==> src/rtl/staff_pixel_gen.sv <==
`default_nettype none
// ============================================================================
// staff_pixel_gen : five-line music staff renderer with a circular note table
//                   and a two-stage pixel classification pipeline.
// Revision        : 1.0 - initial release
// ============================================================================
module staff_pixel_gen #(
    parameter int NUM_SLOTS    = 16,
    parameter int SLOT_WIDTH   = 64,
    parameter int STAFF_TOP    = 200,
    parameter int LINE_SPACING = 16,
    parameter int HEAD_SIZE    = 12
) (
    input  logic        clk_pixel_in,
    input  logic        rst_n_in,
    input  logic [10:0] hcount_in,
    input  logic [9:0]  vcount_in,
    input  logic        active_draw_in,
    input  logic        new_frame_in,
    input  logic        note_valid_in,
    input  logic [6:0]  note_pitch_in,
    output logic        note_ready_out,
    input  logic        clear_in,
    output logic [1:0]  staff_pixel_out
);

    localparam int c_PTR_W  = $clog2(NUM_SLOTS);
    localparam int c_XOFF_W = $clog2(SLOT_WIDTH);
    localparam int c_IDX_W  = 11 - c_XOFF_W;

    localparam logic [c_IDX_W:0]       c_NUM_SLOTS_W = (c_IDX_W + 1)'(NUM_SLOTS);
    localparam logic [c_XOFF_W-1:0]    c_CURSOR_X    = c_XOFF_W'(2);
    localparam logic [c_PTR_W-1:0]     c_PTR_ONE     = c_PTR_W'(1);
    localparam logic [11:0]            c_STAFF_LO    = 12'(STAFF_TOP);
    localparam logic [11:0]            c_STAFF_HI    = 12'(STAFF_TOP + 4 * LINE_SPACING);
    localparam logic signed [13:0]     c_BASE_Y      = 14'(STAFF_TOP + 5 * LINE_SPACING);
    localparam logic signed [13:0]     c_HALF_LS     = 14'(LINE_SPACING / 2);
    localparam logic signed [13:0]     c_HALF_SW     = 14'(SLOT_WIDTH / 2);
    localparam logic signed [13:0]     c_HALF_HEAD   = 14'(HEAD_SIZE / 2);
    localparam logic signed [13:0]     c_NEG_HEAD    = -c_HALF_HEAD;

    // ------------------------------------------------------------------
    // Pitch to diatonic step (sharps fold onto the natural below)
    // ------------------------------------------------------------------
    logic [6:0] pitch_rel;
    logic [6:0] pitch_semi;
    logic [3:0] oct_base;
    logic [3:0] semi_step;
    logic       pitch_ok;
    logic [3:0] pend_step_d;

    always_comb begin
        pitch_ok   = (note_pitch_in >= 7'd60) && (note_pitch_in <= 7'd83);
        pitch_rel  = note_pitch_in - 7'd60;
        pitch_semi = pitch_rel;
        oct_base   = 4'd0;
        if (pitch_rel >= 7'd12) begin
            pitch_semi = pitch_rel - 7'd12;
            oct_base   = 4'd7;
        end
        case (pitch_semi[3:0])
            4'd0, 4'd1:  semi_step = 4'd0;
            4'd2, 4'd3:  semi_step = 4'd1;
            4'd4:        semi_step = 4'd2;
            4'd5, 4'd6:  semi_step = 4'd3;
            4'd7, 4'd8:  semi_step = 4'd4;
            4'd9, 4'd10: semi_step = 4'd5;
            default:     semi_step = 4'd6;
        endcase
        pend_step_d = oct_base + semi_step;
    end

    // ------------------------------------------------------------------
    // Pending note, clear flag and slot table
    // ------------------------------------------------------------------
    logic                 pend_valid_q;
    logic [3:0]           pend_step_q;
    logic                 clear_q;
    logic [c_PTR_W-1:0]   wr_ptr_q;
    logic [NUM_SLOTS-1:0] slot_valid_q;
    logic [3:0]           slot_step_q [NUM_SLOTS];

    assign note_ready_out = ~pend_valid_q;

    always_ff @(posedge clk_pixel_in or negedge rst_n_in) begin
        if (!rst_n_in) begin
            pend_valid_q <= 1'b0;
            pend_step_q  <= 4'd0;
            clear_q      <= 1'b0;
            wr_ptr_q     <= '0;
            slot_valid_q <= '0;
            for (int i = 0; i < NUM_SLOTS; i++) begin
                slot_step_q[i] <= 4'd0;
            end
        end else begin
            if (clear_in) begin
                clear_q <= 1'b1;
            end
            // The table only moves at frame start so a frame is never torn.
            if (new_frame_in) begin
                if (clear_q || clear_in) begin
                    slot_valid_q <= '0;
                    wr_ptr_q     <= '0;
                    clear_q      <= 1'b0;
                    pend_valid_q <= 1'b0;
                end else if (pend_valid_q) begin
                    slot_valid_q[wr_ptr_q] <= 1'b1;
                    slot_step_q[wr_ptr_q]  <= pend_step_q;
                    wr_ptr_q               <= wr_ptr_q + c_PTR_ONE;
                    pend_valid_q           <= 1'b0;
                end
            end
            if (note_valid_in && !pend_valid_q && pitch_ok) begin
                pend_valid_q <= 1'b1;
                pend_step_q  <= pend_step_d;
            end
        end
    end

    // ------------------------------------------------------------------
    // Pixel stage 1
    // ------------------------------------------------------------------
    logic                line_hit_d;
    logic [c_IDX_W-1:0]  s1_idx_q;
    logic [c_XOFF_W-1:0] s1_xoff_q;
    logic [9:0]          s1_vcount_q;
    logic                s1_line_q;
    logic                s1_active_q;

    always_comb begin
        line_hit_d = 1'b0;
        for (int k = 0; k < 5; k++) begin
            if ({2'b00, vcount_in} == 12'(STAFF_TOP + k * LINE_SPACING)) begin
                line_hit_d = 1'b1;
            end
        end
    end

    always_ff @(posedge clk_pixel_in or negedge rst_n_in) begin
        if (!rst_n_in) begin
            s1_idx_q    <= '0;
            s1_xoff_q   <= '0;
            s1_vcount_q <= '0;
            s1_line_q   <= 1'b0;
            s1_active_q <= 1'b0;
        end else begin
            s1_idx_q    <= hcount_in[10:c_XOFF_W];
            s1_xoff_q   <= hcount_in[c_XOFF_W-1:0];
            s1_vcount_q <= vcount_in;
            s1_line_q   <= line_hit_d;
            s1_active_q <= active_draw_in;
        end
    end

    // ------------------------------------------------------------------
    // Pixel stage 2
    // ------------------------------------------------------------------
    logic                     idx_in_range;
    logic [c_PTR_W-1:0]       slot_sel;
    logic [3:0]               sel_step;
    logic signed [13:0]       centre_y;
    logic signed [13:0]       dy;
    logic signed [13:0]       dx;
    logic                     note_hit;
    logic                     cursor_hit;
    logic [1:0]               pix_d;
    logic [1:0]               pix_q;

    always_comb begin
        idx_in_range = ({1'b0, s1_idx_q} < c_NUM_SLOTS_W);
        slot_sel     = s1_idx_q[c_PTR_W-1:0];
        sel_step     = slot_step_q[slot_sel];
        centre_y     = c_BASE_Y - ($signed({10'd0, sel_step}) * c_HALF_LS);
        dy           = $signed({4'd0, s1_vcount_q}) - centre_y;
        dx           = $signed({{(14 - c_XOFF_W){1'b0}}, s1_xoff_q}) - c_HALF_SW;
        note_hit     = idx_in_range && slot_valid_q[slot_sel]
                       && (dx > c_NEG_HEAD) && (dx < c_HALF_HEAD)
                       && (dy > c_NEG_HEAD) && (dy < c_HALF_HEAD);
        cursor_hit   = idx_in_range && (slot_sel == wr_ptr_q)
                       && (s1_xoff_q < c_CURSOR_X)
                       && ({2'b00, s1_vcount_q} >= c_STAFF_LO)
                       && ({2'b00, s1_vcount_q} <= c_STAFF_HI);
        pix_d = 2'd0;
        if (s1_active_q) begin
            if (note_hit) begin
                pix_d = 2'd2;
            end else if (cursor_hit) begin
                pix_d = 2'd3;
            end else if (s1_line_q) begin
                pix_d = 2'd1;
            end
        end
    end

    always_ff @(posedge clk_pixel_in or negedge rst_n_in) begin
        if (!rst_n_in) begin
            pix_q <= 2'd0;
        end else begin
            pix_q <= pix_d;
        end
    end

    assign staff_pixel_out = pix_q;

endmodule
`default_nettype wire

==> config.mk <==
export PLATFORM = sky130hd
export DESIGN_NAME = staff_pixel_gen
export DESIGN_NICKNAME = d
export VERILOG_FILES = /design/src/rtl/staff_pixel_gen.sv
export SDC_FILE = /design/constraint.sdc
export NUM_CORES = 1
export LEC_CHECK = 0
export BUFFER_PORTS_ARGS = -buffer_cell sky130_fd_sc_hd__buf_2
export CAP_MARGIN = 20
export CORE_AREA = 2 2 122 124
export DETAILED_ROUTE_END_ITERATION = 16
export DIE_AREA = 0 0 124 126
export HOLD_SLACK_MARGIN = 0.05
export SYNTH_ARGS = -nofsm -noshare
export SYNTH_HDL_FRONTEND = slang
export SYNTH_SLANG_ARGS = --single-unit
==> constraint.sdc <==
create_clock -name clk_pixel_in -period 5.6 [get_ports clk_pixel_in]
set_clock_uncertainty 0.05 [all_clocks]
set_input_delay 0.84 -clock clk_pixel_in [delete_from_list [all_inputs] [get_ports clk_pixel_in]]
set_output_delay 0.84 -clock clk_pixel_in [all_outputs]
set_load 0.01 [all_outputs]
==> impl_results.md <==
- Crit share post-route: 0.801
- Met1 Track Usage GR: 0.219
- Pwr dens: 332 nW/um^2
- Grt peak-use layer: met2
- CP required: slightly below 6 ns
- Setup Buffers After CTS: 0
- Min Tclk post-route: roughly 4.5 ns
- CTS tree: built
- Die Height: 126 um
- Area grow syn2layout: 17.2%
- DRT Pass-1 Iters: 4
- Final std cells w/o fill: ~700
- Cts-stage hold buffer count: 0
- Core area: about 14000 sq um
- Sw frac: 0.261
- DP Wirelength: around 8400 um
- Core Util, Final: 0.458
- Synthesized area: 5590 sq um
- GRT Overall Usage: 0.168
- Worst Tran Pin Value: a little over 0.9 ns
- R2r setup slk: approximately 1.1 ns
- Int Pwr: between 1.5 and 2 mW
- Routed WL: 11800 um
- Setup Slack @ Placement: ~1.1 ns
- YS warnings: 0
- # port buffers: 36
- Clk Latency, worst-skew pair: a little over 0.4 ns
- Post-Synthesis Cells: 464
- Starting Density: 0.391
- Switching pwr: ~570 uW
- H-tree lvl count: 4
- Root cell of the clock tree: clkbuf_16
- Clk pwr share: 0.485
- Slew margin rel.: 0.393
- Combinational group share of total power: 0.089
- Largest net degree at the start of global routing: 70
- EDFF count, synth: 0
- Via count: 3772
- DR iter-0 viols: between 200 and 250
- CP Launch Type: flop
- First-pass GRT wire length: about 20000 um
- Synth top area share: 0.515
- Clock sink total: 115
- Wire length per cell: 16.7 um
- N_diodes: 0
- Die Footprint: around 16000 sq um
- Setup violations, final: 0
- Layout cells sized above 1: 0.259
- I/O Pins: 37
- Max IR drop VDD: roughly 0.23 mV
- #FFs+latches synth: between 100 and 150
- Via density: 5.35
- DR DRC count: 0
- Post-Syn Area per Cell: roughly 12 sq um
- Synth area leader: dfrtp_1
- Netlist cell types: 55
- Hold path cells: 2
- TritonCTS buffer count: 17
- # nets final: 563
- Cells after DPL: between 600 and 700
- Commonest non-fill, non-tap cell in the layout: dfrtp_1
- Min setup slack post-route: ~1.1 ns
- Max cap viols: 0
- Most used DFF post-synth: dfrtp_1
- Seq/Total Area, Yosys: 0.515
- Clk slew on worst S/H paths: approximately 0.050 ns
- Final hold slack: ~0.43 ns
- Vias in the first global route: 3932
- HP Class: flop to flop
- PostCTS Resize Cnt: 0
- Max-slew violation count: 0
- DRT antenna net count: 0
- Max clock buf depth: 2
- Core Rows: 44
- Arrival @ worst endpoint: 4.79 ns
- Setup TNS: 0 ns
- Setup CP Type: flop to flop
- Setup crit end kind: flop
- Largest cells by area after synthesis: dfrtp_1, mux4_2, mux2_2
- Leakage: 2.99 nW
- RSZ-0062 raised after global routing: false
- Post-synthesis async set-or-reset flop share: 1.00
- Fmax: around 220 MHz
- Syn_nets: ~520
- Worst reg-to-reg path cell count: 12
- Endpoints failing hold: 0
- Total gr overflow: 0
- Die width: between 100 and 150 um
- Seq pwr share: 0.426
- Antenna violations before repair: 0
- M2 GR Usage: 0.275
- Met3 GRT Util: 0.0471
- Status: complete, no violations
- Crit Path Max Fanout: 13
- GPL Wtd Cong: approximately 0.8
- Most frequent cells in the layout: dfrtp_1, nand2_1, o21ai_0
## critical path: stages, from the launching register on
cell and delay [ns]:
dfrtp_1 0.68, buf_4 0.38, mux4_2 0.55, mux4_2 0.46, inv_1 0.07, ha_1 0.19
fa_1 0.44, or4_4 0.45, a2111oi_4 0.32, nand4_1 0.12, or4_1 0.42, a21oi_2 0.16
o21a_1 0.13
## per-layer routing
metal,vias up,wire length (um)
met5,-,0
met4,0,114
met3,12,420
met2,49,5930
met1,1926,5320
li1,1785,-
## power by group through the flow
stage                     clock [mW]  sequential, mW  combinational (mW)
after CTS                       1.08           0.929               0.196
after floorplan                    0           0.905               0.149
final                           1.06           0.927               0.193
after global routing            1.12           0.936               0.221
after detailed placement           0           0.941               0.196
after global placement             0           0.942               0.188
## synth_stat cells (all sizes together), types with 4 or more instances
| library cell | count |
|---|---|
| dfrtp | 115 |
| nand2 | 50 |
| o21ai | 42 |
| inv | 35 |
| mux2 | 35 |
| mux4 | 25 |
| ha | 19 |
| a21oi | 16 |
| a21boi | 13 |
| clkbuf | 10 |
| nand3 | 7 |
| nor2 | 7 |
| nor3 | 7 |
| and2 | 6 |
| xor2 | 6 |
| a211oi | 5 |
| mux2i | 5 |
| nand2b | 5 |
| nor2b | 5 |
| nor4 | 4 |
## worst paths after layout
path	start	endpoint
hold / removal	slot_step_q[43]	slot_step_q[43]
min in group asynchronous	rst_n_in	slot_valid_q[11]
setup / recovery	s1_idx_q[0]	staff_pixel_out[1]
max in group asynchronous	rst_n_in	slot_step_q[55]
setup reg to reg	s1_idx_q[0]	staff_pixel_out[1]
hold reg to reg	slot_step_q[43]	slot_step_q[43]
## sequential cells by signal, summed over array words and instances (netlist names)
| register | cells |
|---|---|
| s1_xoff_q | 6 |
| wr_ptr_q | 4 |
| pend_step_q | 4 |
| clear_q | 1 |
| slot_valid_q | 16 |
| s1_active_q | 1 |
| s1_vcount_q | 10 |
| slot_step_q | 64 |
| pend_valid_q | 1 |
| s1_idx_q | 5 |
| staff_pixel_out | 2 |
| s1_line_q | 1 |
## logic make-up after synthesis
logic type,after synthesis,synth area share
AOI/OAI and AO/OA,106,0.124
xor gates and xnor gates,6,0.00940
adders and majority gates,21,0.0497
buffers and inverters,49,0.0333
DFF,115,0.515
muxes,65,0.180
and+or+nand+nor,102,0.0884
## final cells by class
type / count / area, sq um
clock buffer: 17 / 425
clock inverter: 15 / 159
fill: 1329 / 7760
inverter: 36 / 135
multi-input combinational: 300 / 2530
sequential: 115 / 2880
tap: 184 / 230
timing repair buffer: 38 / 198
## through the flow
| stage | cell area, sq um | total power [mW] |
|---|---|---|
| global placement | 5970 | 1.13 |
| global route | 6550 | 2.28 |
| finish | 6550 | 2.18 |
| CTS | 6550 | 2.21 |
| floorplan | 5590 | 1.05 |
| detailed placement | 5970 | 1.14 |
Power figures use the tool's default switching activity.
